`config.mk`:
```
export PLATFORM = sky130hd
export DESIGN_NAME = pipelined_add_sub
export DESIGN_NICKNAME = d
export VERILOG_FILES = /design/src/rtl/pipelined_add_sub.sv
export SDC_FILE = /design/constraint.sdc
export NUM_CORES = 1
export LEC_CHECK = 0
export ABC_CLOCK_PERIOD_IN_PS = 15620
export CELL_PAD_IN_SITES_DETAIL_PLACEMENT = 0
export CELL_PAD_IN_SITES_GLOBAL_PLACEMENT = 1
export CORE_ASPECT_RATIO = 0.8
export CORE_MARGIN = 4
export CORE_UTILIZATION = 30
export DETAILED_ROUTE_END_ITERATION = 6
export PLACE_DENSITY = 0.63
export REMOVE_ABC_BUFFERS = 1
export SYNTH_ARGS = -nofsm -noshare
export SYNTH_HDL_FRONTEND = slang
export SYNTH_SLANG_ARGS = --single-unit
```
`constraint.sdc`:
```
create_clock -name clk -period 15.62 [get_ports clk]
set_input_delay 3.124 -clock clk [delete_from_list [all_inputs] [get_ports clk]]
set_output_delay 3.124 -clock clk [all_outputs]
set_load 0.005 [all_outputs]
```
`src/rtl/pipelined_add_sub.sv`:
```
// pipelined_add_sub: CHUNK-bit-per-stage pipelined add/subtract with N/Z/C/V flags; ADDSUB_SATURATE_EN adds signed saturation
module pipelined_add_sub #(
    parameter int WIDTH = 64,
    parameter int CHUNK = 16
) (
    input  logic             clk,
    input  logic             reset,
    input  logic             in_valid,
    output logic             in_ready,
    input  logic [WIDTH-1:0] a,
    input  logic [WIDTH-1:0] b,
    input  logic             sub,
`ifdef ADDSUB_SATURATE_EN
    input  logic             sat,
`endif
    output logic             out_valid,
    input  logic             out_ready,
    output logic [WIDTH-1:0] result,
    output logic             carryOut,
    output logic             overflow,
    output logic             zero,
    output logic             negative
);
    localparam int STAGES = WIDTH / CHUNK;
    localparam int NMID = (STAGES > 1) ? STAGES - 1 : 1;
    localparam logic [WIDTH-1:0] SMAX = {1'b0, {(WIDTH-1){1'b1}}};

    logic             r_v   [NMID];
    logic [WIDTH-1:0] r_a   [NMID];
    logic [WIDTH-1:0] r_b   [NMID];
    logic [WIDTH-1:0] r_s   [NMID];
    logic             r_c   [NMID];
    logic             r_sat [NMID];

    logic             w_v   [STAGES];
    logic [WIDTH-1:0] w_a   [STAGES];
    logic [WIDTH-1:0] w_b   [STAGES];
    logic [WIDTH-1:0] w_s   [STAGES];
    logic             w_c   [STAGES];
    logic             w_co  [STAGES];
    logic             w_sa  [STAGES];

    logic             w_stall;
    logic             w_sat0;
    logic             w_cin_msb;
    logic             w_ov;
    logic [WIDTH-1:0] w_res;

    assign w_stall  = out_valid & ~out_ready;
    assign in_ready = ~w_stall;

`ifdef ADDSUB_SATURATE_EN
    assign w_sat0 = sat;
`else
    assign w_sat0 = 1'b0;
`endif

    for (genvar k = 0; k < STAGES; k++) begin : g_stage
        logic [WIDTH-1:0] w_sp;
        logic [WIDTH-1:0] w_sum;
        logic [CHUNK:0]   w_add;
        if (k == 0) begin : g_first
            assign w_v[k]  = in_valid & in_ready;
            assign w_a[k]  = a;
            assign w_b[k]  = sub ? ~b : b;
            assign w_c[k]  = sub;
            assign w_sa[k] = w_sat0;
            assign w_sp    = '0;
        end else begin : g_next
            assign w_v[k]  = r_v[k-1];
            assign w_a[k]  = r_a[k-1];
            assign w_b[k]  = r_b[k-1];
            assign w_c[k]  = r_c[k-1];
            assign w_sa[k] = r_sat[k-1];
            assign w_sp    = r_s[k-1];
        end
        assign w_add = {1'b0, w_a[k][k*CHUNK +: CHUNK]} + {1'b0, w_b[k][k*CHUNK +: CHUNK]}
                     + (CHUNK+1)'(w_c[k]);
        // Splice this stage's slice into the partial sum carried from earlier stages
        always_comb begin
            w_sum = w_sp;
            w_sum[k*CHUNK +: CHUNK] = w_add[CHUNK-1:0];
        end
        assign w_s[k]  = w_sum;
        assign w_co[k] = w_add[CHUNK];
    end

    // Carry into the MSB is recovered from the MSB sum bit; overflow needs it with the carry out
    assign w_cin_msb = w_a[STAGES-1][WIDTH-1] ^ w_b[STAGES-1][WIDTH-1] ^ w_s[STAGES-1][WIDTH-1];
    assign w_ov      = w_cin_msb ^ w_co[STAGES-1];
    assign w_res     = (w_sa[STAGES-1] & w_ov) ? (w_a[STAGES-1][WIDTH-1] ? ~SMAX : SMAX)
                                               : w_s[STAGES-1];

    // Intermediate stages advance in lockstep; a stall freezes them all
    always_ff @(posedge clk or posedge reset) begin
        if (reset) begin
            for (int i = 0; i < NMID; i++) begin
                r_v[i]   <= 1'b0;
                r_a[i]   <= '0;
                r_b[i]   <= '0;
                r_s[i]   <= '0;
                r_c[i]   <= 1'b0;
                r_sat[i] <= 1'b0;
            end
        end else if (!w_stall) begin
            for (int i = 0; i < STAGES - 1; i++) begin
                r_v[i]   <= w_v[i];
                r_a[i]   <= w_a[i];
                r_b[i]   <= w_b[i];
                r_s[i]   <= w_s[i];
                r_c[i]   <= w_co[i];
                r_sat[i] <= w_sa[i];
            end
        end
    end

    // Final stage registers the result together with its flags
    always_ff @(posedge clk or posedge reset) begin
        if (reset) begin
            out_valid <= 1'b0;
            result    <= '0;
            carryOut  <= 1'b0;
            overflow  <= 1'b0;
            zero      <= 1'b0;
            negative  <= 1'b0;
        end else if (!w_stall) begin
            out_valid <= w_v[STAGES-1];
            result    <= w_res;
            carryOut  <= w_co[STAGES-1];
            overflow  <= w_ov;
            zero      <= (w_res == '0);
            negative  <= w_res[WIDTH-1];
        end
    end
endmodule

```
# After elaboration in Yosys (flattened, before gate mapping)

Cells that the tools add are included.

Flip-flop bits (word level): 555
Bits of input ports: 133
Output and inout bits: 70
Word-level logic and storage cells: 39

Add/sub/neg operators: 8
Multiplexer cells: 1
Bitwise logic cells: 8
Reduce and logical (&&, ||, !) cells: 1

Operator list:

| kind                    | number |
|---|---|
| adder 16 x 16 -> 17 bit | 4 |
| adder 17 x 1 -> 17 bit  | 4 |
| logical NOT 64 bit      | 1 |
| two-way mux 64 bit      | 1 |
| inverter 64 bit         | 1 |
| XOR 1 bit               | 3 |
| bitwise AND 1 bit       | 2 |
| inverter 1 bit          | 2 |

# Logic depth before layout (Yosys ltp)

Depth after elaboration: 4
Depth in mapped cells: 12
Gate-level depth less buffers: 12

# Least setup slack after synthesis

OpenSTA, ideal clock, no wires.

Path type: in2out
Start point: input port out_ready
End point: output port in_ready
Arrival: 4.069 ns
Data required time: 12.496 ns
Path slack: 8.427 ns
Stages: 5
Buffers on the path: 3
Cell sequence: nor2b_1 -> clkbuf_1 -> clkinv_1 -> clkbuf_1 -> buf_1

Word-level cells in the longest chain between the ends: 3

RTL lines:

| element            | line | source |
|---|---|---|
| start: declaration | 17   | `input logic out_ready,` |
| inverter 1 bit     | 49   | `assign w_stall = out_valid & ~out_ready;` |
| bitwise AND 1 bit  | 49   |  |
| inverter 1 bit     | 50   | `assign in_ready = ~w_stall;` |
| end: declaration   | 9    | `output logic in_ready,` |

Every way passes these cells.

# Worst setup path after layout

Ends and elaborated chain as after synthesis.

==> impl_metrics.toml <==
[run_status]
status = "completed"

[sta]
postLayoutSetupSlackWorst_ns = 7.10
layout_min_cycle_time_ns = 8.52
min_period_over_period_pct = 54.5
setup_violations = 0
worstMarginPinSlew_ns = 0.917
slew_headroom_pct = 38.9
grt_setup_unrepaired = "false"
slew_viol_final = 0
fmax_ghz = 0.117
hold_violations = 0
fin_worst_skew_ns = 0.0128
hold-worst-slack_ns = 0.458

[global_route]
use_met1_pct = 21.0
met2_usage_pct = 21.8
top_usage_layer = "met2"
met3_usage_pct = 2.45
grt_max_degree = 206
antenna_found_initial = 1
grt_pass1_wl_um = 69400
grt-ovfl-total = 0
grtUsageTotal_pct = 14.3
grt_pass1_vias = 12900

[cells_and_area]
final_cell_area_um2 = 21000
final_cells = 2827
multiInputGateArea_um2 = 7260
final_core_util_pct = 38.1
nNetsFinal = 2242
drive_gt1_share_pct = 5.11
seqCellArea_um2 = 9060
area_delta_synth_final_pct = 25.8
n_fill_cell = 5636

[placement]
dp_cells = 2748
dpl_cell_area_um2 = 19500
portBuffers = 202
place_ws_ns = 7.08
hpwl_um = 28500
place.gp.congestion = 0.784

[power_and_ir_drop]
switching_power_w = 0.00158
peakVddDrop_v = 0.0000815
power_density_nw_per_um2 = 207
seqPwrFrac_pct = 37.4
p_comb_share_pct = 37.5
p_leak_nw = 10.0
intPower_w = 0.00278
clock_power_share_pct = 25.1
switching_share_pct = 36.3

[setup_path]
r2r-start = "r_a[48]"
path_buf_inv = 4
crit_path_end_kind = "primary output"
cp.depth = 5
rr_worst_depth = 11
max_stage_delay_ns = 0.60
reg2reg_setup_slack_ns = 11.93
critPathSlowestCell = "buf_12"
crit_required_ns = 12.50
cp-startpoint = "out_ready"
crit_arrival_ns = 5.39
cp_max_fo = 205
critPathTopFamily = "buffers and inverters"
endpoint = "in_ready"
crit_path_frequent_cell = "clkdlybuf4s50_1"
path_cells = "clkdlybuf4s50_1, nor2b_4, buf_12, inv_8, clkdlybuf4s50_1"
r2r_end = "zero"
crit_path_start_kind = "input port"
crit_type = "in2out"

[floorplan]
initial_core_util_pct = 30.3
chipHeight_um = 219
dieArea_um2 = 59600
fp-row-count = 77
die_w_um = 272
core_um2 = 55200
ios = 203

[yosys]
synthDistinctLibCells = 60
yosysWarnings = 0
syn_avg_cell_area_um2 = 8.92
synth_area_um2 = 16700
synth_area_leaders = "dfrtp_1, nand2_1, ha_1"
ys_seq_elements = 362
synth_top_cell_area_share_pct = 54.2
synth_edf_count = 0
syn_inst = 1874
yosysMostFrequentCell = "nand2_1"
yosysTopAreaCell = "dfrtp_1"
synthFlopType = "dfrtp_1"
ys_seq_area_share_pct = 54.2
async_flop_share_pct = 100
synth_common_cells = "nand2_1, dfrtp_1, o21ai_0"

[clock_network]
post_cts_buffers = 0
cts_hold_buffers = 0
clock_path_buffers = 3
clock_sinks = 362
clkTransAtPathRegs_ns = 0.06
clock_latency_ns = 0.56
clockRootBuffer = "clkbuf_16"
cts_tree = "done"
cts_resized = 0
cts.htree.levels = 2
cts_buffers = 42

[run]
cap_viol_max_count = 0

[routing]
routedWlPerCell_um = 14.9
firstDrtPassIters = 5
drt_iter0_markers = 858
routed_wl_um = 42000
vias = 12700
avgViaCountPerCell = 4.49
postRouteAntennaNets = 0
drc = 0

[hold_path]
hp-class = "reg2reg"
==> layout make-up <==
class / instances / area share [%]
inverters: 17 / 0.375
diodes: 1 / 0.0119
clock buffers: 58 / 6.11
repair buffers: 213 / 10.1
multi-input cells: 1406 / 34.5
clock inverters: 20 / 1.36
well taps: 750 / 4.46
flip-flops and latches: 362 / 43.1
==> per-stage QoR <==
stage               total power [W]   TNS, ns
finish                      0.00436         0
global route                0.00475         0
CTS                         0.00445         0
detailed placement          0.00332         0
global placement            0.00328         0
floorplan                   0.00278  -3661.68
==> power groups by stage <==
| stage | sequential, W | combinational [W] | clock [W] |
|---|---|---|---|
| floorplan | 0.00157 | 0.00121 | 0 |
| global route | 0.00169 | 0.00189 | 0.00117 |
| detailed placement | 0.00165 | 0.00166 | 0 |
| global placement | 0.00164 | 0.00164 | 0 |
| finish | 0.00163 | 0.00164 | 0.00109 |
| CTS | 0.00164 | 0.00167 | 0.00113 |
==> worst min-delay path: stages (launching register included) <==
cell and delay, ns:
dfrtp_1 0.33, nand2_1 0.05, nand2_1 0.05
==> how the worst min path moves through the flow <==
| stage | depth (start not counted) | slack [ns] | endpoint | start |
|---|---|---|---|---|
| final | 2 | 0.46 | r_v[0] | r_v[0] |
| after global routing | 2 | 0.49 | r_a[126] | r_a[126] |
| after CTS | 2 | 0.46 | r_v[0] | r_v[0] |
| after detailed placement | 2 | 0.45 | r_v[0] | r_v[0] |
| after global placement | 2 | 0.44 | r_v[0] | r_v[0] |
| after floorplan | 2 | 0.43 | r_v[0] | r_v[0] |
==> cells by family after synthesis <==
family / synth area share (%)
AO/OA/AOI/OAI: 8.49
XOR/XNOR: 5.71
buffers and inverters: 2.41
AND/OR/NAND/NOR: 23.7
multiplexers: 0.135
adder cells (fa/ha/maj): 5.33
flip-flops: 54.2
==> cells in the final DEF (no fill, tap or decap), types with 7 or more instances in the layout <==
| cell | instances |
|---|---|
| a21o_1 | 13 |
| a21oi_1 | 62 |
| and3_1 | 9 |
| buf_4 | 11 |
| bufinv_16 | 7 |
| clkbuf_16 | 45 |
| clkbuf_8 | 11 |
| clkdlybuf4s50_1 | 201 |
| clkinv_2 | 9 |
| dfrtp_1 | 362 |
| fa_1 | 7 |
| ha_1 | 60 |
| inv_1 | 15 |
| nand2_1 | 832 |
| nand3_1 | 11 |
| nor2_1 | 74 |
| nor3_1 | 24 |
| nor4_1 | 12 |
| o21ai_0 | 92 |
| o31ai_1 | 7 |
| xnor2_1 | 66 |
| xor2_1 | 43 |
==> routing by layer <==
metal | wire length, um | vias to the layer above
li1 | - | 6404
met2 | 18500 | 179
met4 | 764 | 2
met5 | 13 | -
met3 | 1510 | 62
met1 | 21200 | 6052
==> state kept, by name (all words and copies together) (netlist names) <==
signal        flops
carryOut          1
g_stage.w_sp     96
out_valid         1
overflow          1
r_a              96
r_b              96
r_c               3
r_v               3
result           64
zero              1
No activity file was read; power rests on OpenSTA's default activity.
